`config.mk`:
```
export PLATFORM = sky130hd
export DESIGN_NAME = counter_seq_ctrl
export DESIGN_NICKNAME = d
export VERILOG_FILES = /design/src/rtl/counter_seq_ctrl_pkg.sv /design/src/rtl/counter_seq_ctrl_ovf_predict.sv /design/src/rtl/counter_seq_ctrl.sv
export SDC_FILE = /design/constraint.sdc
export NUM_CORES = 1
export LEC_CHECK = 0
export CORE_MARGIN = 5
export CORE_UTILIZATION = 41
export DETAILED_ROUTE_END_ITERATION = 16
export PLACE_DENSITY = 0.79
export REMOVE_ABC_BUFFERS = 1
export SLEW_MARGIN = 20
export SYNTH_ARGS = -nofsm -noshare
export SYNTH_HDL_FRONTEND = slang
export SYNTH_SLANG_ARGS = --single-unit
```
`constraint.sdc`:
```
create_clock -name CLK -period 2.3 [get_ports CLK]
set_clock_uncertainty 0.2 [all_clocks]
set_input_delay 0.23 -clock CLK [delete_from_list [all_inputs] [get_ports CLK]]
set_output_delay 0.23 -clock CLK [all_outputs]
set_load 0.05 [all_outputs]
```
`src/rtl/counter_seq_ctrl_pkg.sv`:
```
// Shared constants and FSM encoding for the strided counter sequencer and its datapath.
package counter_seq_ctrl_pkg;

  localparam int unsigned CNT_W      = 16;
  localparam int unsigned STEP_CNT_W = 8;

  // Counter increment per enabled cycle and counter reset value.
  localparam logic [CNT_W-1:0] CNT_STRIDE  = 16'h0200;
  localparam logic [CNT_W-1:0] CNT_RST_VAL = 16'h0300;

  typedef enum logic [1:0] {
    ST_IDLE   = 2'd0,
    ST_RUN    = 2'd1,
    ST_FINISH = 2'd2
  } state_t;

endpackage

```
`src/rtl/counter_seq_ctrl_ovf_predict.sv`:
```
// Flags a count that would wrap if one more stride were added.
module ovf_predict
  import counter_seq_ctrl_pkg::*;
#(
  parameter int unsigned      WIDTH  = CNT_W,
  parameter logic [WIDTH-1:0] STRIDE = CNT_STRIDE
) (
  input  logic [WIDTH-1:0] count_value,
  output logic             ovf_c
);

  // Largest count that can still take one stride without wrapping.
  localparam logic [WIDTH-1:0] LIMIT = {WIDTH{1'b1}} - STRIDE;

  // Pure compare; the sequencer registers the consequence.
  always_comb begin
    ovf_c = (count_value > LIMIT);
  end

endmodule

```
`src/rtl/counter_seq_ctrl.sv`:
```
// Step sequencer driving the strided counter's ENABLE, with stall, abort and overflow cut-off.
module counter_seq_ctrl
  import counter_seq_ctrl_pkg::*;
#(
  parameter int unsigned      WIDTH  = CNT_W,
  parameter logic [WIDTH-1:0] STRIDE = CNT_STRIDE,
  parameter int unsigned      STEP_W = STEP_CNT_W
) (
  input  logic              CLK,
  input  logic              RESET,
  input  logic              START,
  input  logic [STEP_W-1:0] STEPS,
  input  logic              HOLD,
  input  logic              ABORT,
  input  logic [WIDTH-1:0]  count_value,
  output logic              ENABLE,
  output logic              BUSY,
  output logic              DONE,
  output logic              ERR,
  output logic [STEP_W-1:0] remaining
);

  state_t            state_q;
  state_t            state_d;
  logic              enable_d;
  logic              busy_d;
  logic              done_d;
  logic              err_d;
  logic [STEP_W-1:0] remaining_d;
  logic              ovf_c;

  ovf_predict #(
    .WIDTH  (WIDTH),
    .STRIDE (STRIDE)
  ) u_ovf_predict (
    .count_value (count_value),
    .ovf_c       (ovf_c)
  );

  // State register and registered outputs.
  always_ff @(posedge CLK) begin
    if (RESET) begin
      state_q   <= ST_IDLE;
      ENABLE    <= 1'b0;
      BUSY      <= 1'b0;
      DONE      <= 1'b0;
      ERR       <= 1'b0;
      remaining <= '0;
    end else begin
      state_q   <= state_d;
      ENABLE    <= enable_d;
      BUSY      <= busy_d;
      DONE      <= done_d;
      ERR       <= err_d;
      remaining <= remaining_d;
    end
  end

  // Next state and next output values; RUN priority is abort, overflow, hold, step.
  always_comb begin
    state_d     = state_q;
    enable_d    = 1'b0;
    done_d      = 1'b0;
    err_d       = ERR;
    remaining_d = remaining;

    case (state_q)
      ST_IDLE: begin
        if (START) begin
          err_d       = 1'b0;
          remaining_d = STEPS;
          state_d     = (STEPS != '0) ? ST_RUN : ST_FINISH;
        end
      end
      ST_RUN: begin
        if (ABORT) begin
          state_d = ST_IDLE;
        end else if (ovf_c) begin
          err_d   = 1'b1;
          state_d = ST_FINISH;
        end else if (!HOLD) begin
          if (remaining != '0) begin
            enable_d    = 1'b1;
            remaining_d = remaining - STEP_W'(1);
            if (remaining == STEP_W'(1)) begin
              state_d = ST_FINISH;
            end
          end else begin
            state_d = ST_FINISH;
          end
        end
      end
      ST_FINISH: begin
        done_d  = 1'b1;
        state_d = ST_IDLE;
      end
      default: begin
        state_d = ST_IDLE;
      end
    endcase

    // BUSY covers the whole sequence including the DONE cycle; an abort drops it at once.
    busy_d = (state_d != ST_IDLE) || done_d;
  end

endmodule

```
[After elaboration in Yosys (flattened, before gate mapping)]
Cells that the tools add are included.
Storage, ports and cells
  logic and storage cells: 47
  output and inout bits: 12
  flip-flop bits (word level): 14
Operators by class
  muxes and demuxes: 20
  reductions and logical operators: 9
  $add $sub $neg: 1
  bitwise logic cells: 1
  equal/unequal tests: 9
  magnitude comparators: 1
Operators with widths (number)
  two-way mux 8 bit: 5
  > comparator 16 bit, second input constant: 1
  case mux 8 bit (2 select lines): 1
  nonzero test 8 bit: 2
  two-way mux 2 bit: 7
  inequality test 2 bit, second input constant: 6
  equality test 8 x 1 -> 1 bit, second input constant: 1
  subtractor 8 x 1 -> 8 bit, second input constant: 1
  AND reduction 6 bit: 1
  two-way mux 1 bit: 5
  OR reduction 5 bit: 1
  case mux 2 bit (2 select lines): 1
  AND reduction 4 bit: 1
  nonzero test 2 bit: 2
  equality test 2 x 1 -> 1 bit, second input constant: 1
  equality test 2 bit, second input constant: 1
  zero test 2 bit: 1
  case mux 1 bit (2 select lines): 1
  logical OR 1 bit: 1
  inverter 1 bit: 1

[Longest topological paths before layout]
  depth after elaboration: 9
  mapped depth: 6
  depth with buffers taken out: 6

[Modules after synthesis]
From an unflattened synthesis, not the netlist that was laid out.
Unflattened totals
  cells, all modules: 106
  area total of the unflattened synthesis: 829.5 um^2
By module, submodules not included
  counter_seq_ctrl: instances 1, cells an instance 103, sequential area each 280.3 um^2, area each 814.5 um^2
  ovf_predict: instances 1, cells an instance 3, sequential area each 0.0 um^2, area each 15.0 um^2

[Worst setup path after synthesis]
Ideal clock, no wire load.
  kind: reg-to-reg
  start point: register remaining[0]
  end point: register remaining[2]
  stages on the path, launching flop included: 6
  path slack: 150 ps
  arrival time: 1858 ps
  period minus slack after synthesis: 2150 ps
  buffers on the path: 0
  required time: 2008 ps
  library setup time: 92 ps
  path through: dfxtp_1 > inv_1 > ha_1 > and4_2 > a211o_2 > o32ai_1
Between the ends
  longest elaborated chain between the ends: 6
Ends and longest elaborated chain
  start, declared: line counter_seq_ctrl.sv:20  | output logic [STEP_W-1:0] remaining
  start signal, assigned: line counter_seq_ctrl.sv:55  | remaining <= remaining_d;
  subtractor 8 x 1 -> 8 bit: line counter_seq_ctrl.sv:84  | remaining_d = remaining - STEP_W'(1);
  two-way mux 8 bit: line counter_seq_ctrl.sv:82  | if (remaining != '0) begin
  two-way mux 8 bit: line counter_seq_ctrl.sv:81  | end else if (!HOLD) begin
  two-way mux 8 bit: line counter_seq_ctrl.sv:78  | end else if (ovf_c) begin
  two-way mux 8 bit: line counter_seq_ctrl.sv:76  | if (ABORT) begin
  case mux 8 bit (2 select lines): line counter_seq_ctrl.sv:67  | case (state_q)
Parallel ways exist; a longest one is shown, timed or not. The select of a mux whose other input is x is not followed.
A chain may end at the register's enable or synchronous reset.

[Worst setup path in the final report]
  start point: register remaining[0]
  end point: output port remaining[0]
No word-level cell between the ends.

==> impl_metrics.py <==
metrics = {
    "floorplanning": {
        "core.rowCount": 17,
        "die_h_um": 57.6,
        "initial_core_util_pct": 42.4,
        "ioPinCount": 41,
        "die_area_sq_um": 3320,
        "dieWidth_um": 57.6,
        "fp.coreArea_sq_um": 2190,
    },
    "finish": {
        "num_antenna_cells": 0,
        "nFillCells": 208,
        "syn2layout_area_growth_pct": 41.6,
        "drive_gt1_share_pct": 11.0,
        "nets": 179,
        "finalNonFillerCells": 174,
    },
    "pwr": {
        "worst_ir_drop_vdd_mv": 0.384,
        "powerDensity_nw_per_um2": 679,
        "p_leak_nw": 0.474,
    },
    "synth": {
        "synth_top_cell_area_share_pct": 30.2,
        "yosysWarningCount": 0,
        "synthFlopType": "dfxtp_1",
        "netlist_top_cells_area": "dfxtp_1 30%, nor2_1 6.5%, ha_1 4.0%, nand2b_1 4.0%, o32ai_1 3.8%",
        "postSynthAreaPerCell_sq_um": 8.29,
        "ys_seq_elements": 14,
        "yosysMostFrequentCell": "nor2_1",
        "syn_inst": 112,
        "ys_seq_area_share_pct": 30.2,
        "synthArstFlopShare_pct": 0,
        "synthTopCellsByCount": "16 x nor2_1, 14 x dfxtp_1, 6 x a21oi_1, 6 x nand2b_1",
        "yosysTopAreaCell": "dfxtp_1",
        "synth_edf_count": 0,
        "ys_types": 45,
        "mappedNetlistArea_sq_um": 928,
    },
    "placement": {
        "hpwlAfterDp_um": 1960,
        "placed_cells": 170,
        "port_buffers": 31,
        "globalplace.congestion": 0.837,
    },
    "critical_path": {
        "crit_start": "remaining[0]",
        "crit_family": "buffers and inverters",
        "critPathCaptureType": "output pin",
        "critPathMaxFanout": 7,
        "rrSetupSlack_ps": 280,
        "cp_data_required_time_ps": 1870,
        "r2r-start": "remaining[0]",
        "crit_buf_inv": 1,
        "cpMaxStageDelayCell": "clkdlybuf4s50_1",
        "path_class": "register to output pin",
        "cp-start-kind": "register",
        "cp.arrival_ps": 1640,
        "crit_chain": "clkdlybuf4s50_1",
        "max_stage_delay_ps": 860,
    },
    "grt": {
        "grt_usage_pct": 17.0,
        "antenna_found_initial": 0,
        "grt_pass1_vias": 960,
        "grt_pass1_wl_um": 4420,
        "grt_max_degree": 17,
        "grt.overflow.total": 0,
    },
    "flow_run": {
        "max-cap-violations": 0,
    },
    "clock_tree": {
        "tritoncts": "built",
        "insertion_delay_ps": 300,
        "cts_buffers": 3,
        "hold_buffers": 0,
        "path_clk_slew_ps": 100,
        "root_buffer": "clkbuf_4",
        "clkSinkCount": 14,
        "cts_setup_buffers": 0,
        "cts.repair.resized": 0,
        "cts_buffer_depth": 2,
        "h-tree-depth": 1,
    },
    "worst_hold_path": {
        "min_from": "ERR",
        "hp-class": "register to register",
    },
    "sta": {
        "rsz0062_at_grt": "no",
        "setup_tns_ps": 0,
        "fin_crit_ps": 2070,
        "fin_crit_sh_pct": 89.9,
        "finalHoldViolCount": 0,
        "fmax_mhz": 484,
        "relSlewSlack_pct": 63.2,
        "finalMaxSlewViolations": 0,
        "setup_viol": 0,
        "tightest_slew_ps": 551,
    },
    "route": {
        "routedWlPerCell_um": 15.2,
        "vias": 1033,
        "wl_um": 2640,
        "drc": 0,
        "drtIter0Drc": 39,
        "final_antenna_net_count": 0,
        "vias_per_cell": 5.94,
        "drt_pass1_iterations": 4,
    },
    "run_status": {
        "outcome": "complete, no violations",
    },
}
## flip-flops by register name, summed over array words and instances, names as in the netlist
signal     count
remaining      8
ENABLE         1
DONE           1
state_q        2
ERR            1
BUSY           1
## path summary, 6_finish.rpt
| path | end | depth (start not counted) |
|---|---|---|
| worst max-delay path | remaining[0] | 1 |
| worst min-delay path | ERR | 2 |
| worst max register to register | remaining[7] | 5 |
| worst min register to register | ERR | 2 |
## cell families after synthesis
family                   after synthesis  synth area share, %
adder cells (fa/ha/maj)                3                 4.04
multiplexers                           2                 2.16
AO/OA/AOI/OAI                         37                 29.9
AND/OR/NAND/NOR                       49                 30.2
buffers and inverters                  7                 3.50
flip-flops                            14                 30.2
## stage by stage
step	cell area (sq um)	total power, mW	hold WS (ps)	worst slack (ps)	utilization [%]
finish	1320	0.893	283	233	60.0
global route	1320	0.947	338	111	60.0
CTS	1320	0.893	287	234	60.0
detailed placement	1280	0.706	273	144	58.4
global placement	1280	0.700	261	171	58.4
floorplan	903	0.562	99.1	150	-
## placed cells by master (no fill, tap or decap), types with 4 or more instances in the layout
| cell type | count |
|---|---|
| dfxtp_1 | 14 |
| o32ai_1 | 4 |
| o21ai_0 | 4 |
| buf_4 | 4 |
| nand2b_1 | 6 |
| a21oi_1 | 6 |
| nor2_1 | 16 |
| clkdlybuf4s50_1 | 31 |
## layout make-up
class	count	area, sq um	area share [%]
multi-input cells	91	616	46.8
clock buffers	4	36.3	2.76
well taps	28	35.0	2.66
flip-flops and latches	14	280	21.3
inverters	2	7.51	0.571
repair buffers	35	340	25.9
## report_power, final
part	internal, mW	total (mW)	switching (mW)
Sequential	0.268	0.305	0.0375
Clock	0.0967	0.188	0.0915
Combinational	0.174	0.400	0.225
Total	0.539	0.893	0.354
## per-layer routing
| layer | routed length (um) | global-route usage (%) |
|---|---|---|
| met1 | 1160 | 20.5 |
| met2 | 1220 | 27.4 |
| met3 | 200 | 4.07 |
| met4 | 63 | 9.27 |
| met5 | 0 | 0 |
No activity file was read; power rests on OpenSTA's default activity.
